$ cat config.mk
export PLATFORM = sky130hd
export DESIGN_NAME = esd_stage_sequencer
export DESIGN_NICKNAME = d
export VERILOG_FILES = /design/src/rtl/esd_stage_sequencer.sv
export SDC_FILE = /design/constraint.sdc
export NUM_CORES = 1
export LEC_CHECK = 0
export BUFFER_PORTS_ARGS = -buffer_cell sky130_fd_sc_hd__buf_2
export CORE_UTILIZATION = 41
export CTS_CLUSTER_DIAMETER = 40
export DETAILED_ROUTE_END_ITERATION = 7
export GPL_TIMING_DRIVEN = 1
export PLACE_DENSITY_LB_ADDON = 0.15
export SYNTH_ARGS = -nofsm -noshare
export SYNTH_HDL_FRONTEND = slang
export SYNTH_SLANG_ARGS = --single-unit
$ cat constraint.sdc
create_clock -name clk -period 7.6 [get_ports clk]
set_input_delay 1.14 -clock clk [delete_from_list [all_inputs] [get_ports clk]]
set_output_delay 1.14 -clock clk [all_outputs]
set_load 0.01 [all_outputs]
$ cat src/rtl/esd_stage_sequencer.sv
// Staged de-energize / re-energize sequencer for ESD final elements.
// Each stage gets a fixed dwell with a feedback confirm window; any feedback failure latches a fault.
module esd_stage_sequencer #(
    parameter int CLK_HZ         = 24000000,
    parameter int N_STAGES       = 4,
    parameter int STAGE_DELAY_MS = 100,
    parameter int FB_TIMEOUT_MS  = 50,
    localparam int IDX_W = (N_STAGES > 2) ? $clog2(N_STAGES) : 1
) (
    input  logic                clk,
    input  logic                rst_n,
    input  logic                shutdown_i,
    input  logic                ack_pulse_i,
    input  logic [N_STAGES-1:0] fb_i,
    output logic [N_STAGES-1:0] stage_o,
    output logic                busy_o,
    output logic                all_on_o,
    output logic                all_off_o,
    output logic                seq_fault_o,
    output logic [IDX_W-1:0]    fault_stage_o
);

    localparam int DLY   = CLK_HZ / 1000 * STAGE_DELAY_MS;
    localparam int TO    = CLK_HZ / 1000 * FB_TIMEOUT_MS;
    localparam int TMR_W = (DLY > 1) ? $clog2(DLY) : 1;

    localparam logic [IDX_W-1:0] LAST  = IDX_W'(N_STAGES - 1);
    localparam logic [TMR_W-1:0] T_CHK = TMR_W'(TO - 1);
    localparam logic [TMR_W-1:0] T_END = TMR_W'(DLY - 1);

    if (N_STAGES < 2) begin : g_bad_stages
        $error("esd_stage_sequencer: N_STAGES must be >= 2");
    end
    if (TO < 1 || TO > DLY) begin : g_bad_timeout
        $error("esd_stage_sequencer: feedback window must satisfy 1 <= TO <= DLY");
    end

    typedef enum logic [2:0] {
        S_OFF     = 3'd0,
        S_STARTUP = 3'd1,
        S_RUN     = 3'd2,
        S_SHUTDN  = 3'd3,
        S_FAULT   = 3'd4
    } state_t;

    state_t           state;
    logic [IDX_W-1:0] idx;
    logic [TMR_W-1:0] tmr;
    logic             flt;
    logic [3:0]       status;

    logic             at_chk, at_end, fb_sel, sd_fb_fail;
    logic [IDX_W-1:0] idx_up, idx_dn;

    assign at_chk     = (tmr == T_CHK);
    assign at_end     = (tmr == T_END);
    assign fb_sel     = fb_i[idx];
    assign sd_fb_fail = at_chk && fb_sel;
    assign idx_up     = idx + IDX_W'(1);
    assign idx_dn     = idx - IDX_W'(1);

    assign {busy_o, all_on_o, all_off_o, seq_fault_o} = status;

    // {busy, all_on, all_off, seq_fault} for the state being entered
    function automatic logic [3:0] status_of(input state_t s);
        case (s)
            S_STARTUP, S_SHUTDN: return 4'b1000;
            S_RUN:               return 4'b0100;
            S_OFF:               return 4'b0010;
            default:             return 4'b0001;
        endcase
    endfunction

    // NOTE: status is loaded together with every state change so the flags come straight from flops.
    always_ff @(posedge clk or negedge rst_n) begin
        if (!rst_n) begin
            state         <= S_OFF;
            status        <= status_of(S_OFF);
            idx           <= '0;
            tmr           <= '0;
            flt           <= 1'b0;
            stage_o       <= '0;
            fault_stage_o <= '0;
        end else begin
            case (state)
                S_OFF: begin
                    stage_o <= '0;
                    if (ack_pulse_i && !shutdown_i) begin
                        state   <= S_STARTUP;
                        status  <= status_of(S_STARTUP);
                        idx     <= '0;
                        tmr     <= '0;
                        stage_o <= N_STAGES'(1);
                    end
                end

                S_STARTUP: begin
                    if (shutdown_i) begin
                        state        <= S_SHUTDN;
                        status       <= status_of(S_SHUTDN);
                        tmr          <= '0;
                        stage_o[idx] <= 1'b0;
                    end else if (at_chk && !fb_sel) begin
                        state         <= S_FAULT;
                        status        <= status_of(S_FAULT);
                        fault_stage_o <= idx;
                        stage_o       <= '0;
                    end else if (at_end) begin
                        if (idx == LAST) begin
                            state   <= S_RUN;
                            status  <= status_of(S_RUN);
                            stage_o <= '1;
                        end else begin
                            idx             <= idx_up;
                            tmr             <= '0;
                            stage_o[idx_up] <= 1'b1;
                        end
                    end else begin
                        tmr <= tmr + TMR_W'(1);
                    end
                end

                S_RUN: begin
                    if (shutdown_i) begin
                        state             <= S_SHUTDN;
                        status            <= status_of(S_SHUTDN);
                        idx               <= LAST;
                        tmr               <= '0;
                        stage_o[LAST]     <= 1'b0;
                    end
                end

                S_SHUTDN: begin
                    // A stage that stays energized is recorded, but release never stops
                    if (sd_fb_fail) begin
                        flt <= 1'b1;
                        if (!flt) fault_stage_o <= idx;
                    end
                    if (at_end) begin
                        if (idx == '0) begin
                            state   <= (flt || sd_fb_fail) ? S_FAULT : S_OFF;
                            status  <= status_of((flt || sd_fb_fail) ? S_FAULT : S_OFF);
                            stage_o <= '0;
                        end else begin
                            idx             <= idx_dn;
                            tmr             <= '0;
                            stage_o[idx_dn] <= 1'b0;
                        end
                    end else begin
                        tmr <= tmr + TMR_W'(1);
                    end
                end

                S_FAULT: begin
                    stage_o <= '0;
                    if (ack_pulse_i && fb_i == '0) begin
                        state  <= S_OFF;
                        status <= status_of(S_OFF);
                        flt    <= 1'b0;
                    end
                end

                default: begin
                    state   <= S_FAULT;
                    status  <= status_of(S_FAULT);
                    stage_o <= '0;
                end
            endcase
        end
    end

endmodule

==> results.cfg, run 1 <==
[run_status]
status = finished, final reports clean

[clocking]
cts_tree = done
ctsLongestPathBuffers = 2
cts_sinks = 38
cts_root_buf = sky130_fd_sc_hd__clkbuf_8
cts_post_setup_buffers_inserted = 0
cts_max_level = 2
clock_latency_ns = 0.29
cts-buffers-inserted = 5
clkTransAtPathRegs_ns = 0.07
post_cts_hold_buffer_count = 0
post_cts_resized = 0

[sta]
final_cycle_utilization_of_the_critical_path_pct = 42.2
totalNegativeSetupSlack_ns = 0
tightest_slew_ns = 0.879
setup_viol = 0
hold_viol = 0
rsz0062_at_grt = no
fmaxAchievable_mhz = 312
timing.slew.headroom_pct = 41.4
slew_viol_final = 0
clock-skew-final_ns = 0.00693
period_minus_slack_ns = 3.21

[critical_path]
critical_path.max_fanout = 8
critPathCaptureType = register
cp_top_family = compound AO/OA/AOI/OAI gates
timing.reg2reg.worst_path_depth = 7
critical_path_class = input port to register
timing.critical_path.cells = buf_2 -> mux4_2 -> or3_4 -> a211oi_4 -> and2_1 -> o21ai_4 -> a221o_1
critical_path.max_stage_delay_ns = 0.54
critPathLaunch = fb_i[3]
critPathRequiredTime_ns = 7.77
cp-start-kind = input port
worst-r2r-setup-slack_ns = 4.43
cp_data_arrival_time_ns = 3.38
critPathSlowestCell = sky130_fd_sc_hd__mux4_2
critical_path.n_buffers_inverters = 1
critical_path.reg2reg.startpoint = tmr[16]$_DFFE_PN0P_
timing.rr.end = tmr[2]$_DFFE_PN0P_

[placement]
port_buffers = 17
place.gp.congestion = 0.821
place.detailed.hpwl_mm = 4.14
postPlaceCellArea_um2 = 2610

[final_layout]
antenna_cells = 0
layout-drive-gt1-share_pct = 12.5
finalNetCount = 317
layout-area-overhead-vs-synth_pct = 8.82
fillCellCount = 560
final_std_cell_area_no_fill_um2 = 2700

[logic_synthesis]
mappedNetlistArea_um2 = 2480
synth_enable_flop_cells = 0
post_synth_inst_count = 290
seq_total_area_yosys_pct = 38.3
asyncSetResetFlopFracSynth_pct = 100
synth_top_area_cell = sky130_fd_sc_hd__dfrtp_1
postSynthRegisterBits = 38
synth_top_cell_area_share_pct = 37.3
synth_common_cells = sky130_fd_sc_hd__nand2_1, sky130_fd_sc_hd__dfrtp_1, sky130_fd_sc_hd__nor2_1
postSynthAreaPerCell_um2 = 8.56
post-synth-top-count-cell = sky130_fd_sc_hd__nand2_1
synth_nets = 305
ys.warnings.count = 0
postSynth.topFlopCell = sky130_fd_sc_hd__dfrtp_1
area_contributors_post_synth = sky130_fd_sc_hd__dfrtp_1, sky130_fd_sc_hd__nand2_1, sky130_fd_sc_hd__ha_1
synthDistinctLibCells = 57

[job]
drv.max_cap_violation_count = 0

[power]
power_density_nw_per_um2 = 347
leakage_nw = 1.16
vdd_ir_max_mv = 0.160

[route]
drc_errors = 0
detail_route.first_pass.iterations = 4
post_drt_via_cell_ratio = 5.94
route.antenna.remaining_nets = 0
finalWirelength_mm = 6.01
via_count = 2228
routed_wire_length_per_instance_um = 16.0
first_iter_violations = 116

[min_path]
hold_depth = 2
whs_endpoint = fault_stage_o[0]$_DFFE_PN0P_
timing.hold.worst.class = register to register
worstHoldStart = fault_stage_o[0]$_DFFE_PN0P_

[global_route]
grt_usage_pct = 21.5
grt_first_pass_wirelength_mm = 10.6
antenna_found_initial = 0
largest_net_degree_at_the_start_of_global_routing = 39
grt_pass1_vias = 2124
overflow = 0

[floorplan]
io_pins = 18
die-area_um2 = 6370
coreArea_um2 = 5680
die_w_um = 79.8
starting_density_pct = 43.8
floorplan.rows = 27
chipHeight_um = 79.8
==> stage by stage <==
stage | std cells | worst slack, ns | power (mW) | hold WS [ns] | util [%]
2_1_floorplan | 290 | 4.42 | 0.681 | 0.458 | -
3_3_place_gp | 367 | 4.14 | 0.798 | 0.459 | 46.0
3_5_place_dp | 367 | 4.09 | 0.796 | 0.470 | 46.0
4_1_cts | 375 | 4.40 | 0.946 | 0.488 | 47.6
5_1_grt | 375 | 4.27 | 1.03 | 0.510 | 47.6
6_report | 375 | 4.39 | 0.937 | 0.480 | 47.6
==> layer usage <==
layer	global-route usage [%]	vias to the layer above	share of wire [%]
met5	0	-	0
met4	6.25	0	1.0
met3	3.77	6	4.6
met2	35.4	54	48
met1	28.7	1065	46
li1	-	1103	-
==> worst max path at each step <==
stage	endpoint	cells after the start
after floorplan	tmr[2]$_DFFE_PN0P_	7
after CTS	tmr[2]$_DFFE_PN0P_	7
after global routing	tmr[1]$_DFFE_PN0P_	8
after global placement	tmr[2]$_DFFE_PN0P_	7
final	tmr[2]$_DFFE_PN0P_	7
after detailed placement	tmr[2]$_DFFE_PN0P_	7
==> registers in the layout, summed over array words and instances, names as in the netlist <==
name / flops
fault_stage_o: 2
stage_o: 4
tmr: 22
flt: 1
state: 3
idx: 2
status: 4
==> kinds of logic (layout without fill, tap and decap cells) <==
family | Yosys count | after routing | synth area share, %
xor+xnor | 1 | 1 | 0.353
simple gates | 132 | 132 | 27.8
buf+inv | 26 | 39 | 4.38
compound gates | 82 | 82 | 23.4
fa+ha+maj | 7 | 7 | 3.53
mux | 4 | 4 | 2.17
flops | 38 | 38 | 38.3
==> placed cells by master, fill, tap and decap left out, drive strengths merged, types with 5 or more instances in the layout <==
master | Yosys | routed
inv | 12 | 12
a31oi | 12 | 12
and3 | 8 | 8
nand2b | 6 | 6
nand2 | 40 | 40
dfrtp | 37 | 37
nor2 | 19 | 19
nand3 | 14 | 14
or3 | 8 | 8
a21oi | 16 | 16
nor3 | 5 | 5
a221o | 6 | 6
o21ai | 15 | 15
nor2b | 5 | 5
nor4 | 6 | 6
ha | 7 | 7
o211ai | 5 | 5
buf | 3 | 19
clkbuf | 11 | 8
==> tightest hold or removal path: cells and delay by family, from the launching register on <==
family | cells | cell delay [ns]
AO/OA/AOI/OAI | 1 | 0.06
AND/OR/NAND/NOR | 1 | 0.04
flip-flops | 1 | 0.34
==> power breakdown <==
part	total [mW]	switching (mW)	internal, mW
Combinational	0.483	0.305	0.178
Clock	0.147	0.0730	0.0741
Sequential	0.307	0.0659	0.242
==> area by class of cell <==
class | instances | area (um^2) | share of cell area (%)
multi-input cells | 226 | 1420 | 52.6
flip-flops and latches | 38 | 952 | 35.2
repair buffers | 19 | 100 | 3.70
clock buffers | 8 | 90.1 | 3.33
well taps | 72 | 90.1 | 3.33
inverters | 12 | 47.5 | 1.76
No activity file was read; power rests on OpenSTA's default activity.
==> inputs of run 2 (changes only) <==
==> constraint.sdc (replaced) <==
create_clock -name clk -period 2.65 [get_ports clk]
set_input_delay 0.3975 -clock clk [delete_from_list [all_inputs] [get_ports clk]]
set_output_delay 0.3975 -clock clk [all_outputs]
set_load 0.01 [all_outputs]
==> results.cfg, run 2 (same netlist as run 1, synthesis figures left out) <==
[sta]
fmaxAchievable_mhz = 364
rsz0062_at_grt = yes
holdWs_ns = 0.217
setup_viol = 19
period_minus_slack_ns = 2.75
totalNegativeSetupSlack_ns = -0.724
hold_viol = 0
tightest_slew_ns = 0.876
clock-skew-final_ns = 0.00612
slew_viol_final = 0
final_cycle_utilization_of_the_critical_path_pct = 104
timing.slew.headroom_pct = 41.6
post-route-worst-setup-slack_ns = -0.0992

[final_layout]
max_flop_register = tmr
finalNonFillerCells = 426
finalNetCount = 368
fillCellCount = 523
finalCoreUtilization_pct = 56.2
reg_top3 = tmr (22), stage_o (4), status (4)
antenna_cells = 0
most-common-layout-cells = sky130_fd_sc_hd__buf_4, sky130_fd_sc_hd__nand2_1, sky130_fd_sc_hd__dfrtp_1
final_common_cell = sky130_fd_sc_hd__buf_4
largest_register_ffs = 22
layout-drive-gt1-share_pct = 28.8
layout-area-overhead-vs-synth_pct = 28.5
final_std_cell_area_no_fill_um2 = 3190

[route]
via_count = 2528
finalWirelength_mm = 6.77
first_iter_violations = 143
drc_errors = 0
routed_wire_length_per_instance_um = 15.9
post_drt_via_cell_ratio = 5.93
detail_route.first_pass.iterations = 5
route.antenna.remaining_nets = 0

[run_status]
violations_in_the_final_reports = negative setup slack
status = finished, violations left

[global_route]
largest_net_degree_at_the_start_of_global_routing = 39
antenna_found_initial = 0
grt_pass1_vias = 2401
overflow = 0
grt_first_pass_wirelength_mm = 11.5
grt_usage_pct = 23.5

[clocking]
cts_sinks = 38
cts-buffers-inserted = 5
cts_root_buf = sky130_fd_sc_hd__clkbuf_8
cts_tree = done
cts_max_level = 2
clock_latency_ns = 0.30
ctsLongestPathBuffers = 2
post_cts_hold_buffer_count = 0
clkTransAtPathRegs_ns = 0.08

[critical_path]
timing.critical_path.cells = or4b_1 -> or4_4 -> or3_4 -> a211oi_4 -> and2_4 -> o21ai_4 -> a221o_1
cp_data_arrival_time_ns = 2.93
critPathCaptureType = register
critical_path.max_stage_delay_ns = 0.51
critical_path_class = register to register
cp-start-kind = register
cp_top_family = simple AND/OR/NAND/NOR gates
critPathRequiredTime_ns = 2.83
critical_path.max_fanout = 5
critPathSlowestCell = sky130_fd_sc_hd__or4b_1
critical_path.n_buffers_inverters = 0

[placement]
place_inst = 413
postPlaceCellArea_um2 = 2990
place_ws_ns = -0.207
place.gp.congestion = 0.834
port_buffers = 17
place.detailed.hpwl_mm = 4.78

[power]
p_total_mw = 3.31
vdd_ir_max_mv = 0.564
power_density_nw_per_um2 = 1040
leakage_nw = 1.45

[floorplan]
starting_density_pct = 43.8
die-area_um2 = 6370
die_w_um = 79.8
coreArea_um2 = 5680
chipHeight_um = 79.8
io_pins = 18
floorplan.rows = 27

[min_path]
timing.hold.worst.class = input port to async pin

[job]
drv.max_cap_violation_count = 0
-- run 2: worst paths after layout --
kind	from	end	slack (ns)	depth (start not counted)
setup / recovery	tmr[12]$_DFFE_PN0P_	tmr[16]$_DFFE_PN0P_	-0.1	7
max in group asynchronous	rst_n	tmr[13]$_DFFE_PN0P_	1.88	1
setup reg to reg	tmr[12]$_DFFE_PN0P_	tmr[16]$_DFFE_PN0P_	-0.1	7
hold reg to reg	fault_stage_o[0]$_DFFE_PN0P_	fault_stage_o[0]$_DFFE_PN0P_	0.48	2
min in group clk	fault_stage_o[0]$_DFFE_PN0P_	fault_stage_o[0]$_DFFE_PN0P_	0.48	2
hold / removal	rst_n	fault_stage_o[1]$_DFFE_PN0P_	0.22	1
-- run 2: where the power goes --
part	internal, mW	switching (mW)	total, mW
clock network	0.263	0.217	0.480
logic	0.859	1.16	2.02
registers	0.694	0.113	0.807
-- run 2: routing by layer --
layer | share of wire (%) | routed length [um] | vias to the layer above | global-route usage (%)
met5 | 0 | 0 | - | 0
met4 | 0.81 | 55 | 0 | 6.25
met3 | 5.5 | 372 | 6 | 4.91
met2 | 49 | 3320 | 89 | 40.0
met1 | 45 | 3030 | 1229 | 29.9
li1 | - | - | 1204 | -
-- run 2: cell type report --
type / count / area [um^2] / share of cell area [%]
multi-input combinational: 227 / 1500 / 47.1
inverter: 12 / 50.0 / 1.57
clock buffer: 8 / 110 / 3.45
sequential: 38 / 952 / 29.8
timing repair inverter: 1 / 6.26 / 0.196
tap: 72 / 90.1 / 2.82
timing repair buffer: 68 / 480 / 15.1
-- run 2: repair_timing --
| action | 4_1_cts | 5_1_grt |
|---|---|---|
| hold endpoints to repair | 0 | 0 |
| setup buffers | 3 | 0 |
| endpoints found under the setup margin | 26 | 29 |
| resized for setup | 6 | 7 |
| pin swaps | 10 | 1 |
| gates cloned | 2 | 0 |
